## src/rtl/counter_up_ctl.sv

```systemverilog
// Controlled up-counter: counts 0..limit with a start/busy/done handshake,
// a one-cycle terminal-count pulse, and one-shot or wrap modes.
module counter_up_ctl #(
    parameter int dw        = 8,
    parameter int DEF_LIMIT = 7
) (
    input  logic          clk,
    input  logic          reset,
    input  logic          clear,
    input  logic          start,
    input  logic          ena,
    input  logic          wrap,
    input  logic          use_def,
    input  logic [dw-1:0] limit,
    output logic [dw-1:0] result,
    output logic          busy,
    output logic          done,
    output logic          tc
);

    typedef enum logic [1:0] {
        IDLE = 2'd0,
        RUN  = 2'd1,
        DONE = 2'd2
    } state_t;

    state_t        state_q, state_d;
    logic [dw-1:0] result_q, result_d;
    logic [dw-1:0] lim_q, lim_d;
    logic          mode_q, mode_d;
    logic          tc_q, tc_d;
    logic [dw-1:0] start_lim;

    assign start_lim = (limit == '0 && use_def) ? dw'(DEF_LIMIT) : limit;

    always_ff @(posedge clk or posedge reset) begin
        if (reset) begin
            state_q  <= IDLE;
            result_q <= '0;
            lim_q    <= '0;
            mode_q   <= 1'b0;
            tc_q     <= 1'b0;
        end else begin
            state_q  <= state_d;
            result_q <= result_d;
            lim_q    <= lim_d;
            mode_q   <= mode_d;
            tc_q     <= tc_d;
        end
    end

    always_comb begin
        state_d = state_q;
        if (clear) begin
            state_d = IDLE;
        end else begin
            case (state_q)
                IDLE:    if (start) state_d = RUN;
                RUN:     if (ena && result_q == lim_q && !mode_q) state_d = DONE;
                DONE:    if (start) state_d = RUN;
                default: state_d = IDLE;
            endcase
        end
    end

    // Next values for the registered datapath outputs; tc is a pulse by default.
    always_comb begin
        result_d = result_q;
        lim_d    = lim_q;
        mode_d   = mode_q;
        tc_d     = 1'b0;
        if (clear) begin
            result_d = '0;
            lim_d    = '0;
            mode_d   = 1'b0;
        end else begin
            case (state_q)
                IDLE, DONE: begin
                    if (state_q == IDLE) result_d = '0;
                    if (start) begin
                        lim_d    = start_lim;
                        mode_d   = wrap;
                        result_d = '0;
                    end
                end
                RUN: begin
                    if (ena) begin
                        if (result_q != lim_q) begin
                            result_d = result_q + dw'(1);
                        end else begin
                            tc_d = 1'b1;
                            if (mode_q) result_d = '0;
                        end
                    end
                end
                default: result_d = '0;
            endcase
        end
    end

    assign result = result_q;
    assign busy   = (state_q == RUN);
    assign done   = (state_q == DONE);
    assign tc     = tc_q;

endmodule

```

## config.mk

```make
export PLATFORM = sky130hd
export DESIGN_NAME = counter_up_ctl
export DESIGN_NICKNAME = d
export VERILOG_FILES = /design/src/rtl/counter_up_ctl.sv
export SDC_FILE = /design/constraint.sdc
export NUM_CORES = 1
export LEC_CHECK = 0
export ABC_AREA = 1
export ABC_CLOCK_PERIOD_IN_PS = 1500
export CAP_MARGIN = 30
export CORE_MARGIN = 4
export CORE_UTILIZATION = 55
export CTS_CLUSTER_DIAMETER = 30
export CTS_CLUSTER_SIZE = 10
export DETAILED_ROUTE_END_ITERATION = 10
export DONT_BUFFER_PORTS = 1
export PLACE_DENSITY = 0.78
export SLEW_MARGIN = 30
export SYNTH_ARGS = -nofsm -noshare
export SYNTH_HDL_FRONTEND = slang
export SYNTH_SLANG_ARGS = --single-unit
```

## constraint.sdc

```tcl
create_clock -name clk -period 1.5 [get_ports clk]
set_input_delay 0.375 -clock clk [delete_from_list [all_inputs] [get_ports clk]]
set_output_delay 0.375 -clock clk [all_outputs]
set_load 0.005 [all_outputs]
```

Word-level counts from Yosys, hierarchy flattened
Index checks and enable logic that the tools add are counted.

word-level totals
  register bits after elaboration = 20
  output and inout bits = 11
  word-level logic and storage cells = 49

cells by class
  muxes and demuxes = 22
  $add $sub $neg = 1
  reduce and logical (&&, ||, !) cells = 12
  eq/ne operators = 9

operators by type and width
  cell                 number
  $mux 8               10
  $pmux 8 s2           1
  $add 8x1->8 const B  1
  $eq 8x8->1           1
  $logic_not 8->1      1
  $ne 8x8->1           1
  $mux 1               7
  $mux 2               3
  $ne 4x1->1 const B   1
  $ne 4x2->1 const B   1
  $pmux 2 s2           1
  $reduce_and 2->1     2
  $reduce_bool 2->1    2
  $logic_and 1x1->1    3
  $ne 3x1->1 const B   1
  $ne 3x2->1 const B   1
  $ne 3x3->1 const B   1
  $reduce_and 3->1     1
  $eq 2x1->1 const B   1
  $eq 2x2->1 const B   1
  $logic_not 2->1      1
  $reduce_or 2->1      1
  $logic_not 1->1      1

Longest topological paths before layout
Gate-level depths: netlist (run 1).

  depth in word-level cells = 6
  mapped depth = 10
  mapped depth without buffers = 10

Worst setup path before layout (run 1)
OpenSTA, ideal clock, no wires.

  kind = reg2reg
  from = register result_q[0], in the netlist result[0]
  to = register result_q[6], in the netlist result[6]
  library setup time = 118 ps
  arrival = 1224 ps
  cell stages (with the launch flop) = 8
  data required time = 1382 ps
  path slack = 158 ps
  buffers on the path = 0
  clock period less this slack = 1342 ps
  cell sequence = dfrtp_1 > ha_1 > nand3_1 > nor3_1 > xor2_1 > nor2_1 > nand3_1 > nand2_1

on the way
  longest elaborated chain between the ends = 5

ends and longest elaborated chain
  element                                           RTL line  source
  start: declaration                                28        logic [dw-1:0] result_q, result_d;
  start signal: assignment                          45        result_q <= result_d;
  $add 8x1->8 / $ne 8x8->1 (equally long branches)  89, 88
  $mux 8                                            88        if (result_q != lim_q) begin
  $mux 8                                            87        if (ena) begin
  $pmux 8 s2                                        77        case (state_q)
  $mux 8                                            72        if (clear) begin

Parallel ways exist; a longest one is shown, timed or not. The select of a mux whose other input is x is not followed.
A chain may end at the register's enable or synchronous reset.

Final worst setup path (run 1)
  from = register result_q[1], in the netlist result[1]
  to = register result_q[6], in the netlist result[6]

Same word-level chain as after synthesis.

==> results.toml, run 1 <==
[yosys]
synth_nets = 174
synth_ff_type = "dfrtp_1"
yosysWarnings = 0
synthArstFlopShare_pct = 100
yosysSeqAreaShare_pct = 41.9
synth_edf_count = 0
netlist_instances = 158
synth-seq-cells = 20
syn_area_sq_um = 1190
syn_area_per_cell_sq_um = 7.56
yosysUniqueCellTypes = 22

[critical_path]
critPathSlowestCell = "dfrtp_1"
reg2reg_depth = 7
path_buf_inv = 0
r2r-start = "result[1]$_DFFE_PP0P_"
path_max_fanout = 5
critPathMaxStageDelay_ns = 0.44
worstSetupPathType = "reg -> reg"
path_cells = "ha_2 -> nand3_1 -> nor3_2 -> xor2_1 -> nor2_1 -> nand3_1 -> nand2_1"
r2r_end = "result[6]$_DFFE_PP0P_"
startpoint = "result[1]$_DFFE_PP0P_"
r2r_setup_slack_ns = 0.04
critPathCaptureType = "flip-flop"
arrival_ns = 1.65
cp_top_family = "simple AND/OR/NAND/NOR gates"
crit_required_ns = 1.69
cp-start-kind = "flip-flop"
cpMostUsedCell = "nand3_1"
path_depth = 7

[timing]
setup_tns_ns = 0
rsz0062_at_grt = "true"
hold_violations = 0
period_share_pct = 97.4
setup_viol_count_final = 0
tightestPinTransition_ns = 0.654
maxSlewViolCount = 0
fin_skew_ns = 0.00185
fmax_mhz = 684
slew_headroom_pct = 56.1
period_minus_slack_ns = 1.46
timing.hold.ws_ns = 0.213

[place]
dp.cells = 191
post-dp-hpwl_mm = 2.09
place_congestion = 0.828
port_buffers = 0

[finish]
final_util_pct = 67.8
syn_to_final_growth_pct = 14.8
drive_gt1_share_pct = 21.5
finalNonFillerCells = 199
diodes = 0
nets = 190

[route]
initialDrtViolationCount = 31
routed_via_density = 5.51
vias = 1097
drt.antenna.violating_nets = 0
wl_per_cell_um = 14.0
finalWirelength_mm = 2.78
drc = 0
first_pass_iters = 4

[die]
die_y_um = 54.6
dieArea_sq_um = 2980
io_pins = 26
initial_core_util_pct = 59.1
core_area_sq_um = 2020
die_x_um = 54.6
rows = 16

[clocking]
clock-root-buffer = "clkbuf_4"
tritoncts = "done"
clock_latency_ns = 0.29
clk_pin_slew_ns = 0.11
clk_path_buf_depth = 2
htreeDepth = 1
cts_buffers = 3
cts.sinks = 20

[pwr]
sw_frac_of_total_pct = 31.2
p_per_area_nw_per_um2 = 796
p_int_uw = 751
seq_power_share_pct = 54.1
ir_drop_v = 0.000619
p_leak_uw = 0.000688
p_sw_uw = 340
comb_power_share_pct = 22.4
clockPowerShare_pct = 23.5

[global_route]
grt_use_total_pct = 20.8
grt_pass1_vias = 1040
antenna_found_initial = 0
grt_max_degree = 21
grt_pass1_wl_mm = 4.44
grt.overflow.total = 0

[hold_path]
min_path_cells = 2
whs_endpoint = "tc$_DFF_PP0_"
hold_path.class = "in -> reg"
hp-start = "ena"

[outcome]
status = "complete, no violations"

[flow_run]
maxCapViolations = 0
-- stage by stage --
step,setup WS (ns),power (uW),area (sq um)
3_5_place_dp,-0.0554,816,1270
4_1_cts,0.0270,1070,1310
5_1_grt,-0.0582,1150,1370
3_3_place_gp,0.0973,805,1270
6_report,0.0389,1090,1370
2_1_floorplan,0.158,764,1190
-- worst max-delay path by stage --
stage                                        to  slack (ns)
after floorplan           result[6]$_DFFE_PP0P_        0.16
after global placement    result[7]$_DFFE_PP0P_         0.1
after detailed placement  result[6]$_DFFE_PP0P_       -0.06
after CTS                 result[0]$_DFFE_PP0P_        0.03
after global routing      result[2]$_DFFE_PP0P_       -0.06
final                     result[6]$_DFFE_PP0P_        0.04
-- Yosys cell counts (2+ instances only) --
cell type,n,area (sq um)
inv_2,2,7.51
inv_1,25,93.8
dfrtp_1,20,500
o21ai_0,3,15.0
nand2_2,4,25.0
nand2_1,40,150
nor2_4,3,33.8
nand4_1,2,12.5
nor2_1,15,56.3
xor2_1,4,35.0
nand3_1,18,90.1
nor3_1,3,15.0
o22ai_1,7,43.8
nand3_2,2,20.0
xnor2_1,3,26.3
-- placed cells by master (no fill, tap or decap), types with 4 or more instances in the layout --
master   synthesis  final
nand2_1         40     38
buf_4            0     11
nor2_1          15     15
xor2_1           4      4
nand3_2          2      4
dfrtp_1         20     17
nand2_2          4      5
o22ai_1          7      7
inv_1           25     25
nand3_1         18     16
-- sequential cells by signal (all words and copies together), names as in the netlist --
signal and flops:
mode_q 1, result 8, lim_q 8, tc 1
state_q 2
-- power groups by stage --
stage                     registers [uW]  logic, uW  clock network [uW]
final                                591        244                 256
after global routing                 595        276                 284
after CTS                            590        218                 260
after detailed placement             600        216                   0
after global placement               598        207                   0
after floorplan                      595        170                   0
-- routing by layer --
layer  part of all wire, %  GRT usage, %
met1                    41          24.5
met2                    52          37.2
met3                   6.4          4.09
met4                  0.36          7.05
met5                     0             0
-- layout make-up --
type                            count  area (sq um)
Clock buffer                        3          22.5
Tap cell                           27          33.8
Inverter                           27           101
Timing Repair Buffer               12          92.6
Fill cell                         170           651
Multi-Input combinational cell    110           617
Sequential cell                    20           504
-- cell families (layout without fill, tap and decap cells) --
group	after synthesis	count (layout)	synth area share [%]
AND/OR/NAND/NOR	89	89	35.2
adder cells (fa/ha/maj)	1	1	1.05
XOR/XNOR	8	8	6.49
buffers and inverters	28	42	9.42
flip-flops	20	20	41.9
AO/OA/AOI/OAI	12	12	5.97
-- worst register-to-register path, cell delays in order (launching register included) --
cell	delay (ns)
dfrtp_1	0.44
ha_2	0.22
nand3_1	0.14
nor3_2	0.19
xor2_1	0.18
nor2_1	0.07
nand3_1	0.07
nand2_1	0.06
-- repair_timing --
item	4_1_cts	5_1_grt
buffers inserted	0	4
pin swaps	0	1
hold endpoints to repair	20	0
setup endpoints to repair	1	8
hold buffers	1	0
resized for setup	2	9
Power figures use the tool's default switching activity.
==> run 2: changes to the inputs <==
CORE_UTILIZATION = 43   (was 55)
PLACE_DENSITY = 0.66   (was 0.78)
==> results.toml, run 2 (same netlist as run 1, synthesis figures left out) <==
[outcome]
status = "complete, no violations"

[route]
drt.antenna.violating_nets = 0
finalWirelength_mm = 2.60
routed_via_density = 5.27
first_pass_iters = 4
wl_per_cell_um = 12.9
initialDrtViolationCount = 44
drc = 0
vias = 1064

[hold_path]
hp-start = "ena"
hold_path.class = "in -> reg"

[global_route]
met3_usage_pct = 3.19
grt_max_degree = 21
grt_pass1_wl_mm = 4.39
busiest_layer = "met2"
grt_pass1_vias = 1025
met1_usage_pct = 20.6
antenna_found_initial = 0
grtUsageMet2_pct = 26.1
grt_use_total_pct = 15.8
grt.overflow.total = 0

[pwr]
sw_frac_of_total_pct = 26.7
p_int_uw = 922
p_sw_uw = 336
p_leak_uw = 0.000697
ir_drop_v = 0.000694
clockPowerShare_pct = 34.8
seq_power_share_pct = 46.6
p_per_area_nw_per_um2 = 908
comb_power_share_pct = 18.6
total_power_uw = 1260

[clocking]
clock-root-buffer = "clkbuf_4"
clk_path_buf_depth = 2
cts_buffers = 3
tritoncts = "done"
htreeDepth = 1
cts.sinks = 20
clock_latency_ns = 0.30
clk_pin_slew_ns = 0.12

[die]
die_x_um = 60.7
dieArea_sq_um = 3690
io_pins = 26
rows = 18
core_area_sq_um = 2570
die_y_um = 60.7
initial_core_util_pct = 46.5

[finish]
regArea_sq_um = 504
layout_commonest_cell = "nand2_1"
drive_gt1_share_pct = 19.8
fill_cells = 260
syn_to_final_growth_pct = 15.9
nets = 189
diodes = 0
final_cell_mix = "nand2_1 (39), inv_1 (25), dfrtp_1 (17), nand3_1 (16), nor2_1 (15)"
multi_input_area_sq_um = 604

[flow_run]
maxCapViolations = 0

[timing]
period_minus_slack_ns = 1.43
setup_viol_count_final = 0
setup_ws_ns = 0.0745
rsz0062_at_grt = "true"
fmax_mhz = 702
maxSlewViolCount = 0
hold_violations = 0
slew_headroom_pct = 72.6
setup_tns_ns = 0
period_share_pct = 95.0
tightestPinTransition_ns = 0.407
fin_skew_ns = 0.0160

[place]
port_buffers = 0
post-dp-hpwl_mm = 2.03
preCtsSetupSlack_ns = 0.0541
place_congestion = 0.820

[critical_path]
critPathCaptureType = "flip-flop"
path_max_fanout = 8
arrival_ns = 1.62
r2r_setup_slack_ns = 0.07
worstSetupPathType = "reg -> reg"
startpoint = "result[0]$_DFFE_PP0P_"
r2r-start = "result[0]$_DFFE_PP0P_"
crit_required_ns = 1.69
cp-start-kind = "flip-flop"
-- run 2: changes by cell type in the layout (fill, tap and decap cells not counted), sizes merged --
cell | before | now
buf | 11 | 10
bufinv | 0 | 1
-- run 2: final cells by class --
cell class,count,share of cell area (%)
multi-input combinational,110,43.6
tap,30,2.71
timing repair buffer,11,6.14
sequential,20,36.4
inverter,27,7.32
clock buffer,3,1.63
clock inverter,1,2.17
-- run 2: path summary, 6_finish.rpt --
kind,depth (start not counted),to
min,2,tc$_DFF_PP0_
max,11,result[5]$_DFFE_PP0P_
min reg2reg,2,lim_q[7]$_DFFE_PP0P_
max reg2reg,11,result[5]$_DFFE_PP0P_
max in group asynchronous,3,lim_q[4]$_DFFE_PP0P_
min in group asynchronous,3,state_q[1]$_DFFE_PP0P_
-- run 2: per-layer routing --
layer  share of wire [%]  vias to the layer above  routed length, um
li1                    -                      527                  -
met2                  47                       24               1230
met1                  46                      509               1200
met3                 5.4                        4                140
met4                0.96                        0                 25
met5                   0                        -                  0
-- run 2: timing repair --
item,in CTS,in global routing
pin swaps,0,1
setup buffers,1,1
endpoints found under the setup margin,1,8
endpoints found under the hold margin,20,0
resized for setup,1,7
hold buffers,1,0
-- run 2: power by group through the flow --
stage	Clock (uW)	Combinational, uW	Sequential [uW]
floorplan	0	170	595
global placement	0	210	597
detailed placement	0	216	599
CTS	449	224	588
global route	472	262	591
finish	437	234	586
-- run 2: critical path, stage by stage, from the launching register on --
cell and delay, ns:
dfrtp_1 0.43, buf_4 0.15, inv_1 0.04, nand2_1 0.04, nand2_1 0.06, nand2_2 0.06
nor2_4 0.12, nand3_1 0.10, nand2_2 0.09, nand2_4 0.08, nand3_1 0.08, nand2_1 0.05
-- run 2: metrics by stage --
stage	instance area (sq um)	hold WS (ns)	util [%]	instances
after CTS	1360	0.188	52.8	201
final	1390	0.203	53.9	202
after global placement	1280	0.304	49.9	195
after detailed placement	1280	0.312	49.9	195
after floorplan	1190	0.339	-	158
after global routing	1390	0.197	53.9	202
==> run 3: changes to the inputs <==
SETUP_SLACK_MARGIN = 0.2   (was not set)
==> results.toml, run 3 (same netlist as run 1, synthesis figures left out) <==
[outcome]
status = "complete, no violations"

[global_route]
grtUsageMet2_pct = 29.0
antenna_found_initial = 0
busiest_layer = "met2"
grt_use_total_pct = 17.3
grt_pass1_wl_mm = 4.73
grt_max_degree = 21
grt_pass1_vias = 1085
grt.overflow.total = 0
met1_usage_pct = 21.3
met3_usage_pct = 5.11

[clocking]
cts.sinks = 20
tritoncts = "done"
htreeDepth = 1
cts_buffers = 3
clock_latency_ns = 0.31
clk_pin_slew_ns = 0.12
clk_path_buf_depth = 2
clock-root-buffer = "clkbuf_4"

[timing]
hold_violations = 0
rsz0062_at_grt = "true"
setup_tns_ns = 0
period_minus_slack_ns = 1.43
maxSlewViolCount = 0
timing.hold.ws_ns = 0.210
slew_headroom_pct = 55.0
setup_viol_count_final = 0
tightestPinTransition_ns = 0.671
fin_skew_ns = 0.00143
fmax_mhz = 700
period_share_pct = 95.3

[critical_path]
r2r-start = "result[1]$_DFFE_PP0P_"
path_max_fanout = 5
critPathCaptureType = "flip-flop"
startpoint = "result[1]$_DFFE_PP0P_"
crit_required_ns = 1.71
cp-start-kind = "flip-flop"
arrival_ns = 1.64
worstSetupPathType = "reg -> reg"

[finish]
diodes = 0
syn_to_final_growth_pct = 31.9
final_cell_mix = "nand2_1 (36), inv_1 (21), buf_4 (20), dfrtp_1 (16), nor2_1 (14)"
finalNonFillerCells = 215
layout_commonest_cell = "nand2_1"
nets = 202
drive_gt1_share_pct = 36.2

[pwr]
p_sw_uw = 382
clockPowerShare_pct = 26.8
ir_drop_v = 0.000735
p_per_area_nw_per_um2 = 771
seq_power_share_pct = 49.0
sw_frac_of_total_pct = 31.4
p_int_uw = 833
comb_power_share_pct = 24.1
p_leak_uw = 0.000785

[route]
drt.antenna.violating_nets = 0
first_pass_iters = 4
vias = 1125
drc = 0
routed_via_density = 5.23
finalWirelength_mm = 3.18
initialDrtViolationCount = 17
wl_per_cell_um = 14.8

[die]
initial_core_util_pct = 46.5
rows = 18
dieArea_sq_um = 3690
core_area_sq_um = 2570
die_x_um = 60.7
die_y_um = 60.7
io_pins = 26

[hold_path]
hold_path.class = "in -> reg"
hp-start = "limit[3]"

[place]
port_buffers = 0
post-dp-hpwl_mm = 2.07
place_congestion = 0.832
dp.cells = 196

[flow_run]
maxCapViolations = 0
==> run 3: cell types whose count changed in the layout (fill, tap and decap cells not counted), moves of 3 or more <==
cell | previous run | this run
nand2_1 | 39 | 36
inv_2 | 2 | 5
buf_4 | 10 | 20
buf_6 | 0 | 3
nand3_1 | 16 | 8
inv_1 | 25 | 21
nand3_2 | 4 | 10
==> run 3: stage by stage <==
| stage | util, % | power [uW] | area (sq um) | worst slack, ns |
|---|---|---|---|---|
| after floorplan | - | 764 | 1200 | 0.193 |
| after global placement | 50.4 | 808 | 1290 | 0.0758 |
| after detailed placement | 50.4 | 815 | 1290 | 0.0465 |
| after CTS | 55.0 | 1160 | 1410 | 0.129 |
| after global routing | 61.4 | 1280 | 1580 | -0.00787 |
| final | 61.4 | 1220 | 1580 | 0.0709 |
==> run 3: path summary, 6_finish.rpt <==
check / endpoint / slack, ns / depth (start not counted)
setup / recovery: result[6]$_DFFE_PP0P_ / 0.07 / 7
hold / removal: lim_q[3]$_DFFE_PP0P_ / 0.21 / 2
setup reg to reg: result[6]$_DFFE_PP0P_ / 0.07 / 7
hold reg to reg: lim_q[7]$_DFFE_PP0P_ / 0.57 / 2
max in group asynchronous: state_q[0]$_DFFE_PP0P_ / 0.76 / 3
min in group asynchronous: result[5]$_DFFE_PP0P_ / 0.51 / 3
==> run 3: critical path, cell delays in order (launching register included) <==
cell and delay (ns):
dfrtp_1 0.44, ha_2 0.25, nand3_4 0.09, nor3_4 0.17
xor2_1 0.17, nor2_1 0.08, nand3_2 0.07, nand2_1 0.06
==> run 3: routing by layer <==
layer | vias to the layer above | share of wire (%)
met2 | 24 | 53
met3 | 4 | 5.0
met5 | - | 0
met1 | 540 | 41
met4 | 0 | 1.2
li1 | 557 | -
==> run 3: timing repair <==
| action | 4_1_cts | 5_1_grt |
|---|---|---|
| setup endpoints to repair | 14 | 29 |
| gates resized for setup | 14 | 22 |
| pin swaps | 3 | 16 |
| setup buffers | 5 | 9 |
| hold buffers | 1 | 0 |
| endpoints found under the hold margin | 20 | 0 |
==> run 3: power groups by stage <==
| stage | combinational, uW | sequential, uW | clock, uW |
|---|---|---|---|
| after floorplan | 170 | 595 | 0 |
| after global placement | 208 | 600 | 0 |
| after detailed placement | 213 | 601 | 0 |
| after CTS | 237 | 593 | 335 |
| after global routing | 326 | 599 | 357 |
| final | 293 | 596 | 326 |
==> run 3: area by class of cell <==
class	count	area, sq um
Fill cell	227	991
Multi-Input combinational cell	110	699
Sequential cell	20	505
Timing Repair Buffer	24	194
Inverter	27	104
Tap cell	30	37.5
Clock buffer	4	36.3
